`src/rtl/vga_pkg.sv`:
```
// Shared raster constants for the 800x600 @ 60 Hz pixel pipeline.
// The draw stages import the same values so that all coordinates agree.
package vga_pkg;

  localparam int unsigned COUNT_W = 11;

  typedef logic [COUNT_W-1:0] count_t;

  localparam count_t H_ACTIVE = 11'd800;
  localparam count_t H_FP     = 11'd40;
  localparam count_t H_SYNC   = 11'd128;
  localparam count_t H_BP     = 11'd88;

  localparam count_t V_ACTIVE = 11'd600;
  localparam count_t V_FP     = 11'd1;
  localparam count_t V_SYNC   = 11'd4;
  localparam count_t V_BP     = 11'd23;

  localparam logic SYNC_POL = 1'b1;

  localparam count_t H_TOTAL  = H_ACTIVE + H_FP + H_SYNC + H_BP;
  localparam count_t V_TOTAL  = V_ACTIVE + V_FP + V_SYNC + V_BP;
  localparam count_t HS_START = H_ACTIVE + H_FP;
  localparam count_t HS_END   = HS_START + H_SYNC;
  localparam count_t VS_START = V_ACTIVE + V_FP;
  localparam count_t VS_END   = VS_START + V_SYNC;

  // Half-open window test: lo <= v < hi.
  function automatic logic in_window(input count_t v, input count_t lo, input count_t hi);
    return (v >= lo) && (v < hi);
  endfunction

endpackage

```
`src/rtl/vga_if.sv`:
```
// Raster bundle passed between the timing generator and the draw stages.
interface vga_if;
  import vga_pkg::*;

  count_t      hcount;
  count_t      vcount;
  logic        hsync;
  logic        vsync;
  logic        hblnk;
  logic        vblnk;
  logic [11:0] rgb;

  modport out    (output hcount, vcount, hsync, vsync, hblnk, vblnk, rgb);
  modport in     (input  hcount, vcount, hsync, vsync, hblnk, vblnk, rgb);
  modport master (output hcount, vcount, hsync, vsync, hblnk, vblnk, rgb);
  modport slave  (input  hcount, vcount, hsync, vsync, hblnk, vblnk, rgb);
endinterface

```
`src/rtl/vga_timing.sv`:
```
// Free-running VGA raster generator: pixel/line counters, sync, blanking
// and a one-cycle frame tick, all registered and mutually aligned.
module vga_timing
  import vga_pkg::count_t;
#(
  parameter count_t H_ACTIVE = vga_pkg::H_ACTIVE,
  parameter count_t H_FP     = vga_pkg::H_FP,
  parameter count_t H_SYNC   = vga_pkg::H_SYNC,
  parameter count_t H_BP     = vga_pkg::H_BP,
  parameter count_t V_ACTIVE = vga_pkg::V_ACTIVE,
  parameter count_t V_FP     = vga_pkg::V_FP,
  parameter count_t V_SYNC   = vga_pkg::V_SYNC,
  parameter count_t V_BP     = vga_pkg::V_BP,
  parameter logic   SYNC_POL = vga_pkg::SYNC_POL
) (
  input  logic clk,
  input  logic rst_n,
  vga_if.out   vga_out,
  output logic frame_tick
);

  localparam count_t H_TOTAL  = H_ACTIVE + H_FP + H_SYNC + H_BP;
  localparam count_t V_TOTAL  = V_ACTIVE + V_FP + V_SYNC + V_BP;
  localparam count_t HS_START = H_ACTIVE + H_FP;
  localparam count_t HS_END   = HS_START + H_SYNC;
  localparam count_t VS_START = V_ACTIVE + V_FP;
  localparam count_t VS_END   = VS_START + V_SYNC;

  count_t hcount;
  count_t vcount;
  count_t h_next;
  count_t v_next;
  logic   h_last;
  logic   v_last;
  logic   hsync;
  logic   vsync;
  logic   hblnk;
  logic   vblnk;
  logic   tick;

  always_comb begin
    h_last = (hcount == H_TOTAL - 1'b1);
    v_last = (vcount == V_TOTAL - 1'b1);
    h_next = h_last ? '0 : hcount + 1'b1;
    v_next = vcount;
    if (h_last) begin
      v_next = v_last ? '0 : vcount + 1'b1;
    end
  end

  // Decode from the next counter values so every flag lines up with the
  // coordinates it describes; vsync can only move when v_next moves.
  always_ff @(posedge clk or negedge rst_n) begin
    if (!rst_n) begin
      hcount <= '0;
      vcount <= '0;
      hsync  <= ~SYNC_POL;
      vsync  <= ~SYNC_POL;
      hblnk  <= 1'b0;
      vblnk  <= 1'b0;
      tick   <= 1'b0;
    end else begin
      hcount <= h_next;
      vcount <= v_next;
      hsync  <= vga_pkg::in_window(h_next, HS_START, HS_END) ? SYNC_POL : ~SYNC_POL;
      vsync  <= vga_pkg::in_window(v_next, VS_START, VS_END) ? SYNC_POL : ~SYNC_POL;
      hblnk  <= (h_next >= H_ACTIVE);
      vblnk  <= (v_next >= V_ACTIVE);
      tick   <= (h_next == '0) && (v_next == '0);
    end
  end

  assign vga_out.hcount = hcount;
  assign vga_out.vcount = vcount;
  assign vga_out.hsync  = hsync;
  assign vga_out.vsync  = vsync;
  assign vga_out.hblnk  = hblnk;
  assign vga_out.vblnk  = vblnk;
  assign vga_out.rgb    = '0;
  assign frame_tick     = tick;

endmodule

```
`src/flat_wrapper.sv`:
```
// flat-port wrapper written by rule: the top's interface ports become plain ports
module vga_timing_flat import vga_pkg::count_t;
#(
  parameter count_t H_ACTIVE = vga_pkg::H_ACTIVE,
  parameter count_t H_FP     = vga_pkg::H_FP,
  parameter count_t H_SYNC   = vga_pkg::H_SYNC,
  parameter count_t H_BP     = vga_pkg::H_BP,
  parameter count_t V_ACTIVE = vga_pkg::V_ACTIVE,
  parameter count_t V_FP     = vga_pkg::V_FP,
  parameter count_t V_SYNC   = vga_pkg::V_SYNC,
  parameter count_t V_BP     = vga_pkg::V_BP,
  parameter logic   SYNC_POL = vga_pkg::SYNC_POL
)
  (clk, rst_n, frame_tick, vga_out_hcount, vga_out_vcount, vga_out_hsync, vga_out_vsync, vga_out_hblnk, vga_out_vblnk, vga_out_rgb);
  vga_if vga_out_i ();
  input  logic clk;
  input  logic rst_n;
  output logic frame_tick;
  output wire logic [$bits(vga_out_i.hcount)-1:0] vga_out_hcount;
  output wire logic [$bits(vga_out_i.vcount)-1:0] vga_out_vcount;
  output wire logic [$bits(vga_out_i.hsync)-1:0] vga_out_hsync;
  output wire logic [$bits(vga_out_i.vsync)-1:0] vga_out_vsync;
  output wire logic [$bits(vga_out_i.hblnk)-1:0] vga_out_hblnk;
  output wire logic [$bits(vga_out_i.vblnk)-1:0] vga_out_vblnk;
  output wire logic [$bits(vga_out_i.rgb)-1:0] vga_out_rgb;
  assign vga_out_hcount = vga_out_i.hcount;
  assign vga_out_vcount = vga_out_i.vcount;
  assign vga_out_hsync = vga_out_i.hsync;
  assign vga_out_vsync = vga_out_i.vsync;
  assign vga_out_hblnk = vga_out_i.hblnk;
  assign vga_out_vblnk = vga_out_i.vblnk;
  assign vga_out_rgb = vga_out_i.rgb;
  vga_timing #(.H_ACTIVE(H_ACTIVE), .H_FP(H_FP), .H_SYNC(H_SYNC), .H_BP(H_BP), .V_ACTIVE(V_ACTIVE), .V_FP(V_FP), .V_SYNC(V_SYNC), .V_BP(V_BP), .SYNC_POL(SYNC_POL)) u_core (.clk(clk), .rst_n(rst_n), .vga_out(vga_out_i), .frame_tick(frame_tick));
endmodule
```
`config.mk`:
```
export PLATFORM = sky130hd
export DESIGN_NAME = vga_timing_flat
export DESIGN_NICKNAME = d
export VERILOG_FILES = /design/src/rtl/vga_pkg.sv /design/src/rtl/vga_if.sv /design/src/rtl/vga_timing.sv /design/src/flat_wrapper.sv
export SDC_FILE = /design/constraint.sdc
export NUM_CORES = 1
export LEC_CHECK = 0
export ABC_AREA = 1
export CAP_MARGIN = 20
export CORE_ASPECT_RATIO = 1.2
export CORE_MARGIN = 2
export CORE_UTILIZATION = 30
export CTS_BUF_LIST = sky130_fd_sc_hd__clkbuf_16
export DETAILED_ROUTE_END_ITERATION = 12
export PLACE_DENSITY = 0.58
export SYNTH_ARGS = -nofsm -noshare
export SYNTH_HDL_FRONTEND = slang
export SYNTH_SLANG_ARGS = --single-unit
```
`constraint.sdc`:
```
create_clock -name clk -period 2 [get_ports clk]
set_input_delay 0.6 -clock clk [delete_from_list [all_inputs] [get_ports clk]]
set_output_delay 0.6 -clock clk [all_outputs]
set_load 0.02 [all_outputs]
```
Word level (Yosys, flattened, before mapping). Index checks and enable logic that the tools add are counted.

Output and inout bits: 39. Input port bits: 2. Word-level logic and storage cells: 27. Register bits: 27.

$add $sub $neg: 2. Mux-type cells: 5. Eq/ne operators: 2. Order comparisons: 6. Reductions and logical operators: 5.

Operators with widths (count): 11-bit by 10-bit >= comparator with 1-bit output, second input constant (4); 11-bit two-way mux (3); 11-bit by 1-bit adder with 11-bit output, second input constant (2); 11-bit zero test (2); 11-bit by 10-bit < comparator with 1-bit output, second input constant (2); 11-bit by 10-bit equality test with 1-bit output, second input constant (1); 11-bit equality test, second input constant (1); 1-bit logical AND (3); 1-bit two-way mux (2).

Longest topological paths before layout. Gate-level depths: netlist of the first run.

Depth after elaboration: 6. Mapped depth: 14. Mapped depth without buffers: 14.

Worst setup path before layout of the first run. No wires, ideal clock.

Path type: register to register. Start: register u_core.hcount[0], in the netlist u_core.vga_out.hcount[0]. End: register u_core.vsync, in the netlist u_core.vga_out.vsync. Library setup time: 0.115 ns. Cell stages (with the launch flop): 15. Required time: 1.885 ns. Data arrival time: 1.674 ns. Buffers on the path: 0. Path slack: 0.210 ns. Clock period less this slack: 1.790 ns. Cells stage by stage: dfrtp_1 > ha_1 > nand2_2 > nor2_4 > inv_1 > nor2_4 > nand2_1 > nand2_1 > nand3_2 > inv_1 > nand2_1 > nand3_1 > nand2_1 > nand2_1 > nor2_1.

Word-level cells in the longest chain between the ends: 5. Elaborated cells between the ends (all ways): 6. Those cells by class: order compare: 2; eq/ne: 1; mux: 2; reduce/logical: 1.

RTL lines: start, declared (line vga_timing.sv:29) `count_t hcount;`; start signal, assigned (line vga_timing.sv:63) `hcount <= h_next;`; 11-bit equality test * (line vga_timing.sv:42) `h_last = (hcount == H_TOTAL - 1'b1);`; 11-bit two-way mux * (line vga_timing.sv:46) `if (h_last) begin`; net u_core.v_next[5] (line vga_timing.sv:32) `count_t v_next;`; 11-bit by 10-bit >= comparator with 1-bit output / 11-bit by 10-bit < comparator with 1-bit output (equally long branches) (line vga_pkg.sv:30) `return (v >= lo) && (v < hi);`; 1-bit logical AND * (line vga_pkg.sv:30); 1-bit two-way mux * (line vga_timing.sv:66) `vsync <= vga_pkg::in_window(v_next, VS_START, VS_END) ? SYNC_POL : ~SYNC_POL;`; end signal, assigned (line vga_timing.sv:58) `vsync <= ~SYNC_POL;`; end signal, assigned (line vga_timing.sv:66); end, declared (line vga_timing.sv:36) `logic vsync;`.

Mark *: on every way through the listed nets, which the timed path passes. The rest lies on a longest branch.

Worst setup path in the final report of the first run.
Start: register u_core.vcount[1], in the netlist u_core.vga_out.vcount[1]. End: output vga_out_vcount[1].

RTL lines: start, declared (line vga_timing.sv:30) `count_t vcount;`; start signal, assigned (line vga_timing.sv:64) `vcount <= v_next;`; end, declared (line flat_wrapper.sv:20) `output wire logic [$bits(vga_out_i.vcount)-1:0] vga_out_vcount;`.

No word-level cell between the ends.

==> results_dict.tcl, run 1 <==
set metrics [dict create \
    final_cells 365 \
    grt-ovfl-total 0 \
    synth_async_sr_flop_share 1.00 \
    seq_area_frac_synth 0.379 \
    timing.critical_path.fanout_max 4 \
    antenna_cells 0 \
    grt_start_max_net_pins 28 \
    post_synth_instance_area_sq_um 1780 \
    row_count 30 \
    seqCellArea_sq_um 677 \
    path_class "reg2out" \
    die_w_um 74.3 \
    timing.critical_path.required_ps 1400 \
    cp.arrival_ps 1350 \
    num-fill-cells 621 \
    avgSynthCellArea_sq_um 7.15 \
    final_net_count 290 \
    postRouteAntennaNets 0 \
    worstSetupStartpointType "register" \
    fp.dieArea_sq_um 6570 \
    detailroute.via_count 1615 \
    h_tree_lvl_count 1 \
    type_of_the_most_critical_hold_path "reg2reg" \
    synth_top_cells_by_count "55 x sky130_fd_sc_hd__nand2_1, 36 x sky130_fd_sc_hd__inv_1, 36 x sky130_fd_sc_hd__nor2_1, 27 x sky130_fd_sc_hd__dfrtp_1, 25 x sky130_fd_sc_hd__nand3_1" \
    dominant_cells_by_area_after_synthesis "sky130_fd_sc_hd__dfrtp_1 38%, sky130_fd_sc_hd__nand2_1 12%, sky130_fd_sc_hd__inv_1 7.6%" \
    core_sq_um 5710 \
    synth_edf_count 0 \
    boundaryPins 41 \
    period_needed_ps 1950 \
    layout_setup_ws_ps 49.0 \
    hold_violations 0 \
    layout-drive-gt1-share 0.172 \
    cts_tree "yes" \
    finalSetupViolations 0 \
    port-buffer-count 28 \
    clk_transition_reported_paths_ps 70 \
    clockBufferDepth 2 \
    number_of_antenna_violations_at_the_first_check_in_global_routing 0 \
    initial_core_util 0.312 \
    placedCellCount 357 \
    power_density_over_the_cells_nw_per_um2 458 \
    number_of_warning_messages_in_the_yosys_log 0 \
    finalCritPeriodShare 0.976 \
    initialDrtViolationCount 75 \
    max-vdd-ir-drop_v 0.000286 \
    yosysTopAreaCell "sky130_fd_sc_hd__dfrtp_1" \
    viasPerCell 4.42 \
    routability_cong 0.849 \
    grt_first_pass_wirelength_um 7010 \
    yosys.cell_types.count 22 \
    grt_pass1_vias 1511 \
    slew_violations 0 \
    grtUsageTotal 0.141 \
    drcViolationCount 0 \
    status "complete, no violations" \
    timing.fmax_mhz 513 \
    area.growth.synth_to_final_pct 28.7 \
    cts_inserted_buffers 3 \
    power_leakage_uw 0.00126 \
    die_h_um 88.4 \
    detail_route.wl_per_cell_um 11.6 \
    dpl.hpwl_um 3230 \
    clock_root_buffer "sky130_fd_sc_hd__clkbuf_16" \
    synth.top_cell.area_share 0.379 \
    clock_insertion_delay_worst_skew_ps 270 \
    yosys.cell_count.top_type "sky130_fd_sc_hd__nand2_1" \
    postSynthCellCount 249 \
    dp_worst_setup_slack_ps 37.4 \
    worst_setup_path_end_kind "output port" \
    dr.pass1.iters 4 \
    postSynth.topFlopCell "sky130_fd_sc_hd__dfrtp_1" \
    timing.clock.skew_ps 1.70 \
    routed_wire_length_um 4240 \
    multi_input_comb_area_sq_um 932 \
    cts_num_sinks 27 \
    postSynthRegisterBits 27 \
    timing.max_cap.violations 0 \
]
==> placed cells by master, fill, tap and decap left out, drive strengths merged <==
master,Yosys,routed
clkinvlp,0,1
nor3,2,2
o21bai,1,1
ha,2,2
buf,13,7
inv,42,42
clkbuf,1,3
nand2,60,60
o21ai,8,8
nor2,48,48
dfrtp,27,27
clkdlybuf4s50,0,18
nand3,30,30
dlygate4sd2,0,4
nand4,8,8
dlymetal6s2s,0,6
xor2,6,6
conb,1,12
==> layer usage <==
| layer | wire (um) | global-route usage | part of all wire |
|---|---|---|---|
| met2 | 2230 | 0.236 | 0.53 |
| met5 | 0 | 0 | 0 |
| met3 | 163 | 0.0216 | 0.038 |
| met1 | 1750 | 0.175 | 0.41 |
| met4 | 101 | 0.0731 | 0.024 |
==> critical path, cell delays in order, from the launching register on <==
cell	delay [ps]
sky130_fd_sc_hd__dfrtp_1	350
sky130_fd_sc_hd__buf_4	140
sky130_fd_sc_hd__clkdlybuf4s50_1	590
==> path summary, 6_finish.rpt <==
check	from	endpoint	slack, ps	cells after the start
worst min-delay path	u_core.vga_out.hcount[0]	u_core.vga_out.hcount[0]	560	1
worst max register to register	u_core.vga_out.hcount[0]	u_core.vga_out.vsync	140	12
min in group asynchronous	rst_n	u_core.vga_out.vcount[2]	700	2
worst max-delay path	u_core.vga_out.vcount[1]	vga_out_vcount[1]	50	2
worst min register to register	u_core.vga_out.hcount[0]	u_core.vga_out.hcount[0]	560	1
max in group asynchronous	rst_n	u_core.vga_out.vcount[3]	1020	2
==> where the power goes <==
part           internal (uW)  switching, uW  total (uW)
logic                   2.98           30.5        33.5
registers                546              0         546
clock network            272            199         471
==> flip-flops by register name, indices dropped and copies added, names as in the netlist <==
| register | count |
|---|---|
| u_core.vga_out.vcount | 11 |
| u_core.frame_tick | 1 |
| u_core.vga_out.hblnk | 1 |
| u_core.vga_out.hcount | 11 |
| u_core.vga_out.hsync | 1 |
| u_core.vga_out.vblnk | 1 |
| u_core.vga_out.vsync | 1 |
==> cell families after synthesis <==
family	Yosys count	synth area share
AND/OR/NAND/NOR	148	0.403
AO/OA/AOI/OAI	9	0.0267
adder cells (fa/ha/maj)	2	0.0141
XOR/XNOR	6	0.0295
flip-flops	27	0.379
buffers and inverters	56	0.145
other	1	0.00211
==> through the flow <==
step	power, uW	util	TNS, ps	hold WS (ps)	cell area [sq um]
2_1_floorplan	594	-	0	304	1820
3_3_place_gp	591	0.372	0	465	2120
3_5_place_dp	591	0.372	0	483	2120
4_1_cts	1070	0.386	0	497	2200
5_1_grt	1100	0.402	-47.1	581	2290
6_report	1050	0.402	0	560	2290
==> timing repair <==
action	CTS	global route
pin swaps	0	4
gates resized for setup	5	18
setup buffers	0	4
setup endpoints to repair	5	10
hold buffers	0	0
==> layout make-up <==
class | instances | area share
sequential | 27 | 0.295
multi-input combinational | 177 | 0.407
clock buffer | 3 | 0.0328
timing repair buffer | 35 | 0.150
clock inverter | 1 | 0.00328
inverter | 42 | 0.0688
tap | 80 | 0.0437
No activity file was read; power rests on OpenSTA's default activity.
==> inputs of run 2 (changes only) <==
Settings changed: ABC_CLOCK_PERIOD_IN_PS set to 2000, CTS_BUF_LIST sky130_fd_sc_hd__clkbuf_16 to sky130_fd_sc_hd__clkbuf_8.
==> run 2 against run 1 <==
  * Combinational power barely moved
  * Clock power down 32%
  * First-iteration DRC count decreased by 21%
  * Fmax is 0.77% higher
  * Sequential cell count did not move
  * Non-clock buffer count is 1 higher
  * Via count barely moved
  * Design area decreased by 1.5%
  * Critical path depth decreased by 1
  * Die area did not move
  * Hold slack got worse by 54 ps
  * Worst setup slack better by 15 ps
  * Highest routed layer unchanged
==> results_dict.tcl, run 2 (same netlist as run 1, synthesis figures left out) <==
set metrics [dict create \
    max_stage_delay_ps 630 \
    final_cells 366 \
    layout.cells.most_common_list "55 x sky130_fd_sc_hd__nand2_1, 35 x sky130_fd_sc_hd__inv_1, 33 x sky130_fd_sc_hd__nor2_1" \
    initialDrtViolationCount 59 \
    hold_violations 0 \
    number_of_antenna_violations_at_the_first_check_in_global_routing 0 \
    fp.dieArea_sq_um 6570 \
    worstSetupStartpointType "register" \
    path_class "reg2out" \
    clock_insertion_delay_worst_skew_ps 270 \
    grt_pass1_vias 1501 \
    placed_area_sq_um 2120 \
    die_h_um 88.4 \
    postRouteAntennaNets 0 \
    type_of_the_most_critical_hold_path "reg2reg" \
    finalCritPeriodShare 0.968 \
    crit_slowest_cell "sky130_fd_sc_hd__clkdlybuf4s50_1" \
    grt-ovfl-total 0 \
    power_density_over_the_cells_nw_per_um2 398 \
    status "complete, no violations" \
    power_leakage_uw 0.00129 \
    cts_inserted_buffers 3 \
    dpl.hpwl_um 3230 \
    period_needed_ps 1940 \
    cts_tree "yes" \
    grtUsageTotal 0.137 \
    timing.critical_path.buf_inv 1 \
    timing.clock.skew_ps 3.33 \
    cts_num_sinks 27 \
    rsz_0062_raised_after_global_routing "true" \
    initial_core_util 0.312 \
    finalSetupViolations 0 \
    boundaryPins 41 \
    detail_route.wl_per_cell_um 11.3 \
    num-fill-cells 622 \
    row_count 30 \
    area.growth.synth_to_final_pct 26.8 \
    drcViolationCount 0 \
    die_w_um 74.3 \
    slew_violations 0 \
    timing.hold.ws_ps 506 \
    grt_start_max_net_pins 28 \
    most_frequent_standard_cell_in_the_layout_excluding_fill_and_tap_cells "sky130_fd_sc_hd__nand2_1" \
    dr.pass1.iters 4 \
    layout-drive-gt1-share 0.175 \
    worst_setup_path_end_kind "output port" \
    routability_cong 0.849 \
    max-vdd-ir-drop_v 0.000211 \
    timing.max_cap.violations 0 \
    timing.critical_path.required_ps 1400 \
    crit_path_cell_trace "clkdlybuf4s50_1" \
    routed_wire_length_um 4150 \
    final_core_util 0.396 \
    antenna_cells 0 \
    cp.arrival_ps 1340 \
    viasPerCell 4.42 \
    timing.critical_path.fanout_max 5 \
    clockBufferDepth 2 \
    core_sq_um 5710 \
    detailroute.via_count 1616 \
    clock_root_buffer "sky130_fd_sc_hd__clkbuf_8" \
    timing.fmax_mhz 517 \
    placedCellCount 357 \
    h_tree_lvl_count 1 \
    cp_top_family "buffers and inverters" \
    clk_transition_reported_paths_ps 100 \
    final_net_count 291 \
    reg_top3 "u_core.vga_out.hcount x11, u_core.vga_out.vcount x11" \
    final_area_sq_um 2260 \
    port-buffer-count 28 \
    grt_first_pass_wirelength_um 6930 \
]
==> run 2: repair_timing <==
action	CTS	global route
buffers inserted	0	5
hold buffers	0	0
resized for setup	8	17
pin swaps	0	7
endpoints found under the setup margin	8	12
endpoints found under the hold margin	0	0
==> run 2: layout make-up <==
class,instances,area (sq um),share of cell area
Multi-Input combinational cell,177,916,0.406
Sequential cell,27,679,0.301
Timing Repair Buffer,36,357,0.158
Inverter,42,158,0.0698
Tap cell,80,100,0.0443
Clock buffer,3,41.3,0.0183
Clock inverter,1,7.51,0.00332
==> run 2: worst paths after layout <==
| path | slack (ps) | start | depth (start not counted) | endpoint |
|---|---|---|---|---|
| max reg2reg | 100 | u_core.vga_out.hcount[0] | 12 | u_core.vga_out.vsync |
| min reg2reg | 510 | u_core.vga_out.hcount[0] | 1 | u_core.vga_out.hcount[0] |
| max in group asynchronous | 1030 | rst_n | 2 | u_core.vga_out.vcount[3] |
| min in group asynchronous | 690 | rst_n | 2 | u_core.vga_out.hcount[1] |
| min | 510 | u_core.vga_out.hcount[0] | 1 | u_core.vga_out.hcount[0] |
| max | 60 | u_core.vga_out.vcount[9] | 1 | vga_out_vcount[9] |
==> run 2: stage by stage <==
stage               total power, uW  setup slack, ps  setup TNS, ps
floorplan                       594              210              0
global placement                591             54.0              0
detailed placement              591             37.4              0
CTS                             912             6.27              0
global route                    945            -52.8          -90.6
finish                          898             63.9              0
==> run 2: power breakdown <==
part	switching, uW	total [uW]	leakage (uW)	internal, uW
Clock	178	319	0.0000217	141
Combinational	30.4	33.4	0.000908	2.98
Sequential	0	545	0.000359	545
Total	208	898	0.00129	690
==> run 2: metal layers <==
layer	wire length, um	GRT usage
met5	0	0
met4	56	0.0487
met3	172	0.0182
met2	2150	0.234
met1	1770	0.176
==> inputs of run 3 (changes only) <==
Settings changed: CTS_BUF_LIST sky130_fd_sc_hd__clkbuf_8 to unset.
==> results of run 3 <==
The final DEF is identical to that of run 2; final timing and power are the same.
